File: src/rtl/pipeline_pkg.sv
// rtl/pipeline_pkg.sv - shared pipeline decode constants and FSM state type
// Purpose: opcode encodings, instruction field positions, the return-address
//          register number and the interlock FSM state enum, shared by the
//          interlock unit and the forwarding units.
// Ports:   none (package).
package pipeline_pkg;

  localparam logic [4:0] OP_ADD  = 5'b00000;
  localparam logic [4:0] OP_NOT  = 5'b01000;
  localparam logic [4:0] OP_MOV  = 5'b01001;
  localparam logic [4:0] OP_ASR  = 5'b01100;
  localparam logic [4:0] OP_NOP  = 5'b01101;
  localparam logic [4:0] OP_LD   = 5'b01110;
  localparam logic [4:0] OP_ST   = 5'b01111;
  localparam logic [4:0] OP_BEQ  = 5'b10000;
  localparam logic [4:0] OP_BGT  = 5'b10001;
  localparam logic [4:0] OP_B    = 5'b10010;
  localparam logic [4:0] OP_CALL = 5'b10011;
  localparam logic [4:0] OP_RET  = 5'b10100;

  localparam int OPC_HI = 31;
  localparam int OPC_LO = 27;
  localparam int IMM_BIT = 26;
  localparam int RD_HI  = 25;
  localparam int RD_LO  = 22;
  localparam int RS1_HI = 21;
  localparam int RS1_LO = 18;
  localparam int RS2_HI = 17;
  localparam int RS2_LO = 14;

  localparam logic [3:0] RA_REG = 4'hF;

  typedef enum logic {RUN = 1'b0, STALL = 1'b1} state_t;

  function automatic logic [4:0] ir_opcode(input logic [31:0] ir);
    return ir[OPC_HI:OPC_LO];
  endfunction

  function automatic logic [3:0] ir_rd(input logic [31:0] ir);
    return ir[RD_HI:RD_LO];
  endfunction

endpackage

File: src/rtl/load_use_interlock_unit_if.sv
// rtl/load_use_interlock_unit_if.sv - pipeline-side bundle for the load-use interlock
// Purpose: groups the OF/EX instruction words, branch flush and stall controls.
// Ports:   master = pipeline side (drives IRs/branch, receives stall controls);
//          slave  = interlock unit (receives IRs/branch, drives stall controls).
interface load_use_interlock_unit_if #(
  parameter int CNT_W = 16
);
  logic [31:0]      input_OF_IR;
  logic [31:0]      input_EX_IR;
  logic             is_branch_taken;
  logic             stall_pc;
  logic             stall_if_of;
  logic             bubble_ex;
  logic             interlock_active;
  logic [CNT_W-1:0] interlock_count;

  modport master (
    output input_OF_IR, input_EX_IR, is_branch_taken,
    input  stall_pc, stall_if_of, bubble_ex, interlock_active, interlock_count
  );

  modport slave (
    input  input_OF_IR, input_EX_IR, is_branch_taken,
    output stall_pc, stall_if_of, bubble_ex, interlock_active, interlock_count
  );
endinterface

File: src/rtl/operand_reads_decoder.sv
// rtl/operand_reads_decoder.sv - which registers an instruction reads as sources
// Purpose: combinational decode of the source registers read by an instruction.
// Ports:   ir        - instruction word
//          src1_used - src1 operand is a register read; src1 - its number
//          src2_used - src2 (or store-data) is a register read; src2 - its number
module operand_reads_decoder
  import pipeline_pkg::*;
(
  input  logic [31:0] ir,
  output logic        src1_used,
  output logic [3:0]  src1,
  output logic        src2_used,
  output logic [3:0]  src2
);

  logic [4:0] op;

  always_comb begin
    op        = ir_opcode(ir);
    src1_used = 1'b1;
    src1      = ir[RS1_HI:RS1_LO];
    src2_used = 1'b0;
    src2      = ir[RS2_HI:RS2_LO];

    case (op)
      OP_NOP, OP_B, OP_BEQ, OP_BGT, OP_CALL, OP_NOT, OP_MOV: src1_used = 1'b0;
      OP_RET: src1 = RA_REG;  // return target comes from the link register
      default: ;
    endcase

    // Store data travels in the rd field, so st reads rd as its second source.
    if (op == OP_ST) begin
      src2_used = 1'b1;
      src2      = ir_rd(ir);
    end else if (!ir[IMM_BIT] && (op <= OP_ASR)) begin
      src2_used = 1'b1;
    end
  end

endmodule

File: src/rtl/load_use_interlock_unit.sv
// rtl/load_use_interlock_unit.sv - load-use hazard stall and bubble generator
// Purpose: stalls PC and IF/OF and bubbles OF/EX for STALL_CYCLES cycles when
//          the OF instruction reads the destination of an ld in EX; a taken
//          branch cancels any stall. Counts interlock events (saturating).
// Ports:   clk, reset (async, active-high)
//          bus (slave) - OF/EX IRs, branch flush in; stall controls and count out
module load_use_interlock_unit
  import pipeline_pkg::*;
#(
  parameter int STALL_CYCLES = 1,
  parameter int CNT_W        = 16
) (
  input  logic                    clk,
  input  logic                    reset,
  load_use_interlock_unit_if.slave bus
);

  state_t           state_q, state_d;
  logic [3:0]       remain_q, remain_d;
  logic [CNT_W-1:0] interlock_count_q, interlock_count_d;

  logic       src1_used, src2_used;
  logic [3:0] src1, src2;
  logic [3:0] ex_rd;
  logic       ex_is_ld;
  logic       hazard;
  logic       stall;
  logic       active;

  operand_reads_decoder u_of_reads (
    .ir       (bus.input_OF_IR),
    .src1_used(src1_used),
    .src1     (src1),
    .src2_used(src2_used),
    .src2     (src2)
  );

  always_comb begin
    ex_is_ld = (ir_opcode(bus.input_EX_IR) == OP_LD);
    ex_rd    = ir_rd(bus.input_EX_IR);
    hazard   = ex_is_ld && ((src1_used && (src1 == ex_rd)) ||
                            (src2_used && (src2 == ex_rd)));

    state_d           = state_q;
    remain_d          = remain_q;
    interlock_count_d = interlock_count_q;
    stall             = 1'b0;
    active            = 1'b0;

    if (bus.is_branch_taken) begin
      // Never hold a wrong-path instruction: the flush wins over any stall.
      state_d  = RUN;
      remain_d = 4'd0;
    end else begin
      case (state_q)
        RUN: begin
          if (hazard) begin
            stall    = 1'b1;
            remain_d = 4'(STALL_CYCLES - 1);
            if (STALL_CYCLES > 1) state_d = STALL;
            if (interlock_count_q != '1)
              interlock_count_d = interlock_count_q + CNT_W'(1);
          end
        end
        STALL: begin
          // EX holds the bubble here, so a live hazard is not a new event.
          stall    = 1'b1;
          active   = 1'b1;
          remain_d = remain_q - 4'd1;
          if (remain_q == 4'd1) state_d = RUN;
        end
        default: state_d = RUN;
      endcase
    end
  end

  always_ff @(posedge clk or posedge reset) begin
    if (reset) begin
      state_q           <= RUN;
      remain_q          <= 4'd0;
      interlock_count_q <= '0;
    end else begin
      state_q           <= state_d;
      remain_q          <= remain_d;
      interlock_count_q <= interlock_count_d;
    end
  end

  // Combinational hazard path is masked so nothing stalls while in reset.
  assign bus.stall_pc         = stall && !reset;
  assign bus.stall_if_of      = stall && !reset;
  assign bus.bubble_ex        = stall && !reset;
  assign bus.interlock_active = active && !reset;
  assign bus.interlock_count  = interlock_count_q;

endmodule

File: src/flat_wrapper.sv
// flat-port wrapper written by rule: the top's interface ports become plain ports
module load_use_interlock_unit_flat import pipeline_pkg::*;
#(
  parameter int STALL_CYCLES = 1,
  parameter int CNT_W        = 16
)
  (clk, reset, bus_input_OF_IR, bus_input_EX_IR, bus_is_branch_taken, bus_stall_pc, bus_stall_if_of, bus_bubble_ex, bus_interlock_active, bus_interlock_count);
  load_use_interlock_unit_if #(.CNT_W(CNT_W)) bus_i ();
  input  logic clk;
  input  logic reset;
  input wire logic [$bits(bus_i.input_OF_IR)-1:0] bus_input_OF_IR;
  input wire logic [$bits(bus_i.input_EX_IR)-1:0] bus_input_EX_IR;
  input wire logic [$bits(bus_i.is_branch_taken)-1:0] bus_is_branch_taken;
  output wire logic [$bits(bus_i.stall_pc)-1:0] bus_stall_pc;
  output wire logic [$bits(bus_i.stall_if_of)-1:0] bus_stall_if_of;
  output wire logic [$bits(bus_i.bubble_ex)-1:0] bus_bubble_ex;
  output wire logic [$bits(bus_i.interlock_active)-1:0] bus_interlock_active;
  output wire logic [$bits(bus_i.interlock_count)-1:0] bus_interlock_count;
  assign bus_i.input_OF_IR = bus_input_OF_IR;
  assign bus_i.input_EX_IR = bus_input_EX_IR;
  assign bus_i.is_branch_taken = bus_is_branch_taken;
  assign bus_stall_pc = bus_i.stall_pc;
  assign bus_stall_if_of = bus_i.stall_if_of;
  assign bus_bubble_ex = bus_i.bubble_ex;
  assign bus_interlock_active = bus_i.interlock_active;
  assign bus_interlock_count = bus_i.interlock_count;
  load_use_interlock_unit #(.STALL_CYCLES(STALL_CYCLES), .CNT_W(CNT_W)) u_core (.clk(clk), .reset(reset), .bus(bus_i));
endmodule
File: config.mk
export PLATFORM = sky130hd
export DESIGN_NAME = load_use_interlock_unit_flat
export DESIGN_NICKNAME = d
export VERILOG_FILES = /design/src/rtl/pipeline_pkg.sv /design/src/rtl/load_use_interlock_unit_if.sv /design/src/rtl/operand_reads_decoder.sv /design/src/rtl/load_use_interlock_unit.sv /design/src/flat_wrapper.sv
export SDC_FILE = /design/constraint.sdc
export NUM_CORES = 1
export LEC_CHECK = 0
export CAP_MARGIN = 25
export CORE_UTILIZATION = 37
export DETAILED_ROUTE_END_ITERATION = 12
export HOLD_SLACK_MARGIN = 0.08
export PLACE_DENSITY = 0.82
export SKIP_LAST_GASP = 1
export SLEW_MARGIN = 25
export SYNTH_ARGS = -nofsm -noshare
export SYNTH_HDL_FRONTEND = slang
export SYNTH_SLANG_ARGS = --single-unit
File: constraint.sdc
create_clock -name clk -period 3.7 [get_ports clk]
set_clock_uncertainty 0.1 [all_clocks]
set_input_delay 0.925 -clock clk [delete_from_list [all_inputs] [get_ports clk]]
set_output_delay 0.925 -clock clk [all_outputs]
set_load 0.01 [all_outputs]
# Yosys cells after proc, flatten, opt, wreduce, memory -nomap -nowiden

Index checks and enable logic that the tools add are counted.

Bits in registers: 21
Input port bits: 67
Logic and storage cells: 50

Add/sub/neg operators: 2
$lt $le $gt $ge: 1
Equality and inequality tests: 15
Mux-type cells: 16
Bitwise logic cells: 2
Reductions and logical operators: 11

Operators by type and width:

| kind                                                                  | number |
|---|---|
| 5-bit by 4-bit equality test with 1-bit output, second input constant | 5 |
| 5-bit equality test, second input constant                            | 5 |
| 16-bit by 1-bit adder with 16-bit output, second input constant       | 1 |
| 4-bit two-way mux                                                     | 4 |
| 16-bit != test, second input constant                                 | 1 |
| 1-bit two-way mux                                                     | 10 |
| 4-bit equality test                                                   | 2 |
| 4-bit case mux with 2 select lines                                    | 1 |
| 7-bit OR reduction                                                    | 1 |
| 1-bit logical AND                                                     | 6 |
| 5-bit by 4-bit <= comparator with 1-bit output, second input constant | 1 |
| 4-bit by 1-bit equality test with 1-bit output, second input constant | 1 |
| 4-bit AND reduction                                                   | 1 |
| 4-bit by 1-bit subtractor with 4-bit output, second input constant    | 1 |
| 3-bit by 2-bit != test with 1-bit output, second input constant       | 1 |
| 1-bit zero test                                                       | 2 |
| 1-bit inverter                                                        | 2 |
| 1-bit case mux with 2 select lines                                    | 1 |
| 1-bit logical OR                                                      | 1 |

# Depth between registers and ports, before layout

Depth in word-level cells: 11
Depth in mapped cells: 10
Gate-level depth less buffers: 8

# Cells and area by module

Synthesis repeated with hierarchy kept, for this count alone.

Cell total of the unflattened synthesis: 144
Area total of the unflattened synthesis: 1377.6 µm²

Modules (own cells, without submodules):

| module                  | instances | cells an instance | area an instance (µm²) |
|---|---|---|---|
| load_use_interlock_unit | 1         | 125               | 1228.7 |
| operand_reads_decoder   | 1         | 19                | 148.9 |

# Worst setup path after synthesis

Ideal clock, no wire load.

Kind: input to output
From: input bus_input_EX_IR[25]
To: output bus_stall_if_of
Arrival: 2.639 ns
Path slack: 0.036 ns
Cell stages on the path: 9
Buffers on the path: 2
Path through: clkbuf_1 -> xor2_1 -> a2111oi_0 -> o32a_1 -> a41oi_2 -> o2bb2ai_1 -> nor2b_1 -> o21a_1 -> buf_4

Cells in the longest elaborated chain, start to end: 8
Elaborated cells on any way between the ends: 10
Classes of those cells: eq/ne (2); mux (3); reduce/logical (5)

Ends and longest elaborated chain:

| element                                       | RTL line                                                     | text |
|---|---|---|
| start: declaration                            | flat_wrapper.sv:12                                           | `input wire logic [$bits(bus_i.input_EX_IR)-1:0] bus_input_EX_IR;` |
| 4-bit equality test, on equally long branches | load_use_interlock_unit.sv:41, load_use_interlock_unit.sv:42 |  |
| 1-bit logical AND, on equally long branches   | load_use_interlock_unit.sv:41, load_use_interlock_unit.sv:42 |  |
| 1-bit logical OR (*)                          | load_use_interlock_unit.sv:41                                | `hazard = ex_is_ld && ((src1_used && (src1 == ex_rd)) \|\|` |
| 1-bit logical AND (*)                         | load_use_interlock_unit.sv:41                                |  |
| 1-bit two-way mux (*)                         | load_use_interlock_unit.sv:57                                | `if (hazard) begin` |
| 1-bit case mux with 2 select lines (*)        | load_use_interlock_unit.sv:55                                | `case (state_q)` |
| 1-bit two-way mux (*)                         | load_use_interlock_unit.sv:50                                | `if (bus.is_branch_taken) begin` |
| 1-bit logical AND (*)                         | --                                                           |  |
| end: declaration                              | flat_wrapper.sv:15                                           | `output wire logic [$bits(bus_i.stall_if_of)-1:0] bus_stall_if_of;` |

Every way passes the cells marked *; elsewhere a longest branch is shown, timed or not.

# Worst setup path in the final report

From: input bus_input_EX_IR[25]
To: output bus_stall_if_of

Cells in the longest elaborated chain, start to end: 8
Elaborated cells on any way between the ends: 10
Classes of those cells: eq/ne (2); mux (3); reduce/logical (5)

Ends and longest elaborated chain:

| element                                       | RTL line                                                     | text |
|---|---|---|
| 4-bit equality test, on equally long branches | load_use_interlock_unit.sv:41, load_use_interlock_unit.sv:42 |  |
| 1-bit logical AND, on equally long branches   | load_use_interlock_unit.sv:41, load_use_interlock_unit.sv:42 |  |
| 1-bit logical OR (*)                          | load_use_interlock_unit.sv:41                                |  |
| 1-bit logical AND (*)                         | load_use_interlock_unit.sv:41                                |  |
| 1-bit two-way mux (*)                         | load_use_interlock_unit.sv:57                                |  |
| 1-bit case mux with 2 select lines (*)        | load_use_interlock_unit.sv:55                                |  |
| 1-bit two-way mux (*)                         | load_use_interlock_unit.sv:50                                |  |
| 1-bit logical AND (*)                         | load_use_interlock_unit.sv:91                                | `assign bus.stall_if_of = stall && !reset;` |

Marks and branches as above.

==> results.py <==
metrics = {
    "outcome": {
        "status": "finished clean",
    },
    "sta": {
        "setup_viol": 0,
        "max-slew-margin-rel": 0.477,
        "worst_slack_ns": 0.0564,
        "period_minus_slack_ns": 3.64,
        "worst_pin_slew_ns": 0.783,
        "finalCritPeriodShare": 0.985,
        "drv_slew": 0,
        "hold_viol": 0,
        "timing.fmax_mhz": 274,
        "tns_ns": 0,
    },
    "synth": {
        "synthCells": 147,
        "ys_types": 45,
        "synth-seq-cells": 21,
        "netlist_area_um2": 1390,
        "async_reset_ff_frac": 1.00,
        "yosysTopAreaCell": "dfrtp_1",
        "syn-num-nets": 217,
        "syn_area_per_cell_um2": 9.46,
        "synth_edf_count": 0,
        "yosysWarnings": 0,
        "synth_common_cells": "dfrtp_1, xnor2_1, nand2_1, nor2_1",
        "yosysTopAreaCellShare": 0.378,
        "synth_top_flop_cell": "dfrtp_1",
        "synth-seq-area-share": 0.378,
        "synth_most_common_cell": "dfrtp_1",
        "synth_area_leaders": "dfrtp_1, xnor2_1, and3_1",
    },
    "power": {
        "pwr-share-seq": 0.472,
        "p_per_area_nw_per_um2": 218,
        "comb_power_share": 0.228,
        "peakVddDrop_uv": 213,
        "p_clk_frac": 0.300,
        "p_sw_mw": 0.120,
        "fin_total_pwr_mw": 0.490,
        "p_leak_nw": 1.00,
        "swShare": 0.245,
        "power.internal_mw": 0.370,
    },
    "drt": {
        "vias": 1441,
        "post_drt_via_cell_ratio": 5.38,
        "detail_route.wl_per_cell_um": 14.8,
        "drc": 0,
        "drtIter0Drc": 123,
        "ant_nets": 0,
        "wl_um": 3960,
        "drt_first_pass_iters": 4,
    },
    "worst_setup_path": {
        "r2r_start": "u_core.bus.interlock_count[0]",
        "crit_required_ns": 2.67,
        "crit_type": "in -> out",
        "crit_family": "compound AO/OA/AOI/OAI gates",
        "crit_path_start": "bus_input_EX_IR[25]",
        "arrival_ns": 2.62,
        "cp_max_fo": 7,
        "end_kind": "primary output",
        "path_cells": "dlygate4sd2_1, buf_6, nand2_1, nor2_1, o32a_1, a41oi_2, o2bb2ai_2, nor2b_4, o21a_1, buf_2",
        "critPathLaunchType": "primary input",
        "crit_buf_inv": 3,
        "critPathSlowestCell": "o32a_1",
        "cpPeakStageDelay_ns": 0.35,
    },
    "die": {
        "die_h_um": 63.3,
        "rows": 21,
        "coreArea_um2": 3470,
        "num_io_pins": 87,
        "chipWidth_um": 63.3,
        "start_util": 0.401,
        "dieArea_um2": 4010,
    },
    "clocking": {
        "h-tree-depth": 1,
        "cts_tree": "done",
        "postCtsHoldBufs": 0,
        "cts_max_path_buffers": 2,
        "numCtsBuffers": 3,
        "path_clk_slew_ns": 0.07,
        "clock_sinks": 21,
        "cts-root-buf": "clkbuf_8",
        "clock_latency_ns": 0.26,
    },
    "placement": {
        "place_hpwl_um": 2710,
        "io_buffers": 49,
        "gp_congestion": 0.814,
        "post-place-ws_ns": -0.728,
    },
    "finish": {
        "area_growth_syn_to_layout_pct": 61.9,
        "drive_gt1_frac": 0.261,
        "fillers": 294,
        "nets": 293,
        "antenna_cells": 0,
    },
    "global_routing": {
        "antenna_found_initial": 0,
        "grt_max_degree": 22,
        "grt_pass1_wl_um": 6480,
        "grt_overflow": 0,
        "grt_pass1_vias": 1450,
        "track_usage": 0.202,
    },
    "min_path": {
        "hp-class": "reg -> reg",
        "min_from": "u_core.bus.interlock_count[15]",
    },
    "flow_run": {
        "cap_violations": 0,
    },
}
logic make-up after synthesis:
group | after synthesis | synth area share
flip-flops | 21 | 0.378
adder cells (fa/ha/maj) | 3 | 0.0270
AND/OR/NAND/NOR | 66 | 0.268
AO/OA/AOI/OAI | 22 | 0.136
multiplexers | 2 | 0.0153
buffers and inverters | 12 | 0.0432
XOR/XNOR | 21 | 0.132
metal layers:
layer	vias up	share of wire	global-route usage
li1	688	-	-
met1	674	0.42	0.255
met2	63	0.48	0.345
met3	16	0.061	0.0362
met4	0	0.039	0.0682
met5	-	0	0
worst paths after layout:
check                                                  to  cells past startpoint  slack [ns]
setup / recovery                          bus_stall_if_of                     10        0.06
hold / removal             u_core.bus.interlock_count[15]                      1        0.40
setup reg to reg            u_core.bus.interlock_count[7]                      9        1.10
hold reg to reg            u_core.bus.interlock_count[15]                      1        0.40
max in group asynchronous                  u_core.state_q                      2        1.97
min in group asynchronous   u_core.bus.interlock_count[9]                      2        1.04
registers in the layout (all words and copies together) (netlist names):
register                    count
u_core.remain_q                 4
u_core.bus.interlock_count     16
u_core.state_q                  1
placed cells by master, fill, tap and decap left out, drive strengths merged, types with 2 or more instances in the layout:
master         count
a41oi              2
a2111oi            2
a21oi              3
dlygate4sd2        6
nor2              11
dlymetal6s2s       4
dfrtp             21
o41ai              2
and2               3
ha                 3
nand4              8
nor2b              3
nand3              8
xnor2             16
nand4b             2
o22ai              2
inv                5
clkdlybuf4s50     31
a211o              2
and4               2
and3               8
buf               32
nand2             12
xor2               5
clkbuf             8
final cells by class:
class	instances	area, um2	area share
Multi-Input combinational cell	114	925	0.411
Timing Repair Buffer	78	679	0.302
Sequential cell	21	526	0.233
Tap cell	46	57.6	0.0256
Clock buffer	4	45.0	0.0200
Inverter	5	18.8	0.00834
power by group through the flow:
stage / logic (mW) / clock network, mW / registers, mW
3_5_place_dp: 0.0943 / 0 / 0.236
3_3_place_gp: 0.0931 / 0 / 0.236
6_report: 0.112 / 0.147 / 0.231
5_1_grt: 0.120 / 0.163 / 0.231
4_1_cts: 0.102 / 0.150 / 0.231
2_1_floorplan: 0.0299 / 0 / 0.236
per-stage QoR:
stage / hold slack [ns] / utilization / area [um2] / instances
after floorplan: 0.424 / - / 1390 / 147
after global placement: 0.383 / 0.603 / 2090 / 261
after detailed placement: 0.392 / 0.603 / 2090 / 261
after CTS: 0.405 / 0.636 / 2200 / 267
after global routing: 0.432 / 0.649 / 2250 / 268
final: 0.405 / 0.649 / 2250 / 268
timing repair:
| action | 4_1_cts | 5_1_grt |
|---|---|---|
| endpoints found under the setup margin | 3 | 3 |
| buffers inserted | 2 | 1 |
| gates cloned | 0 | 0 |
| pin swaps | 6 | 8 |
| gates resized for setup | 40 | 22 |
Note: power is estimated with default switching activity, not from simulation.
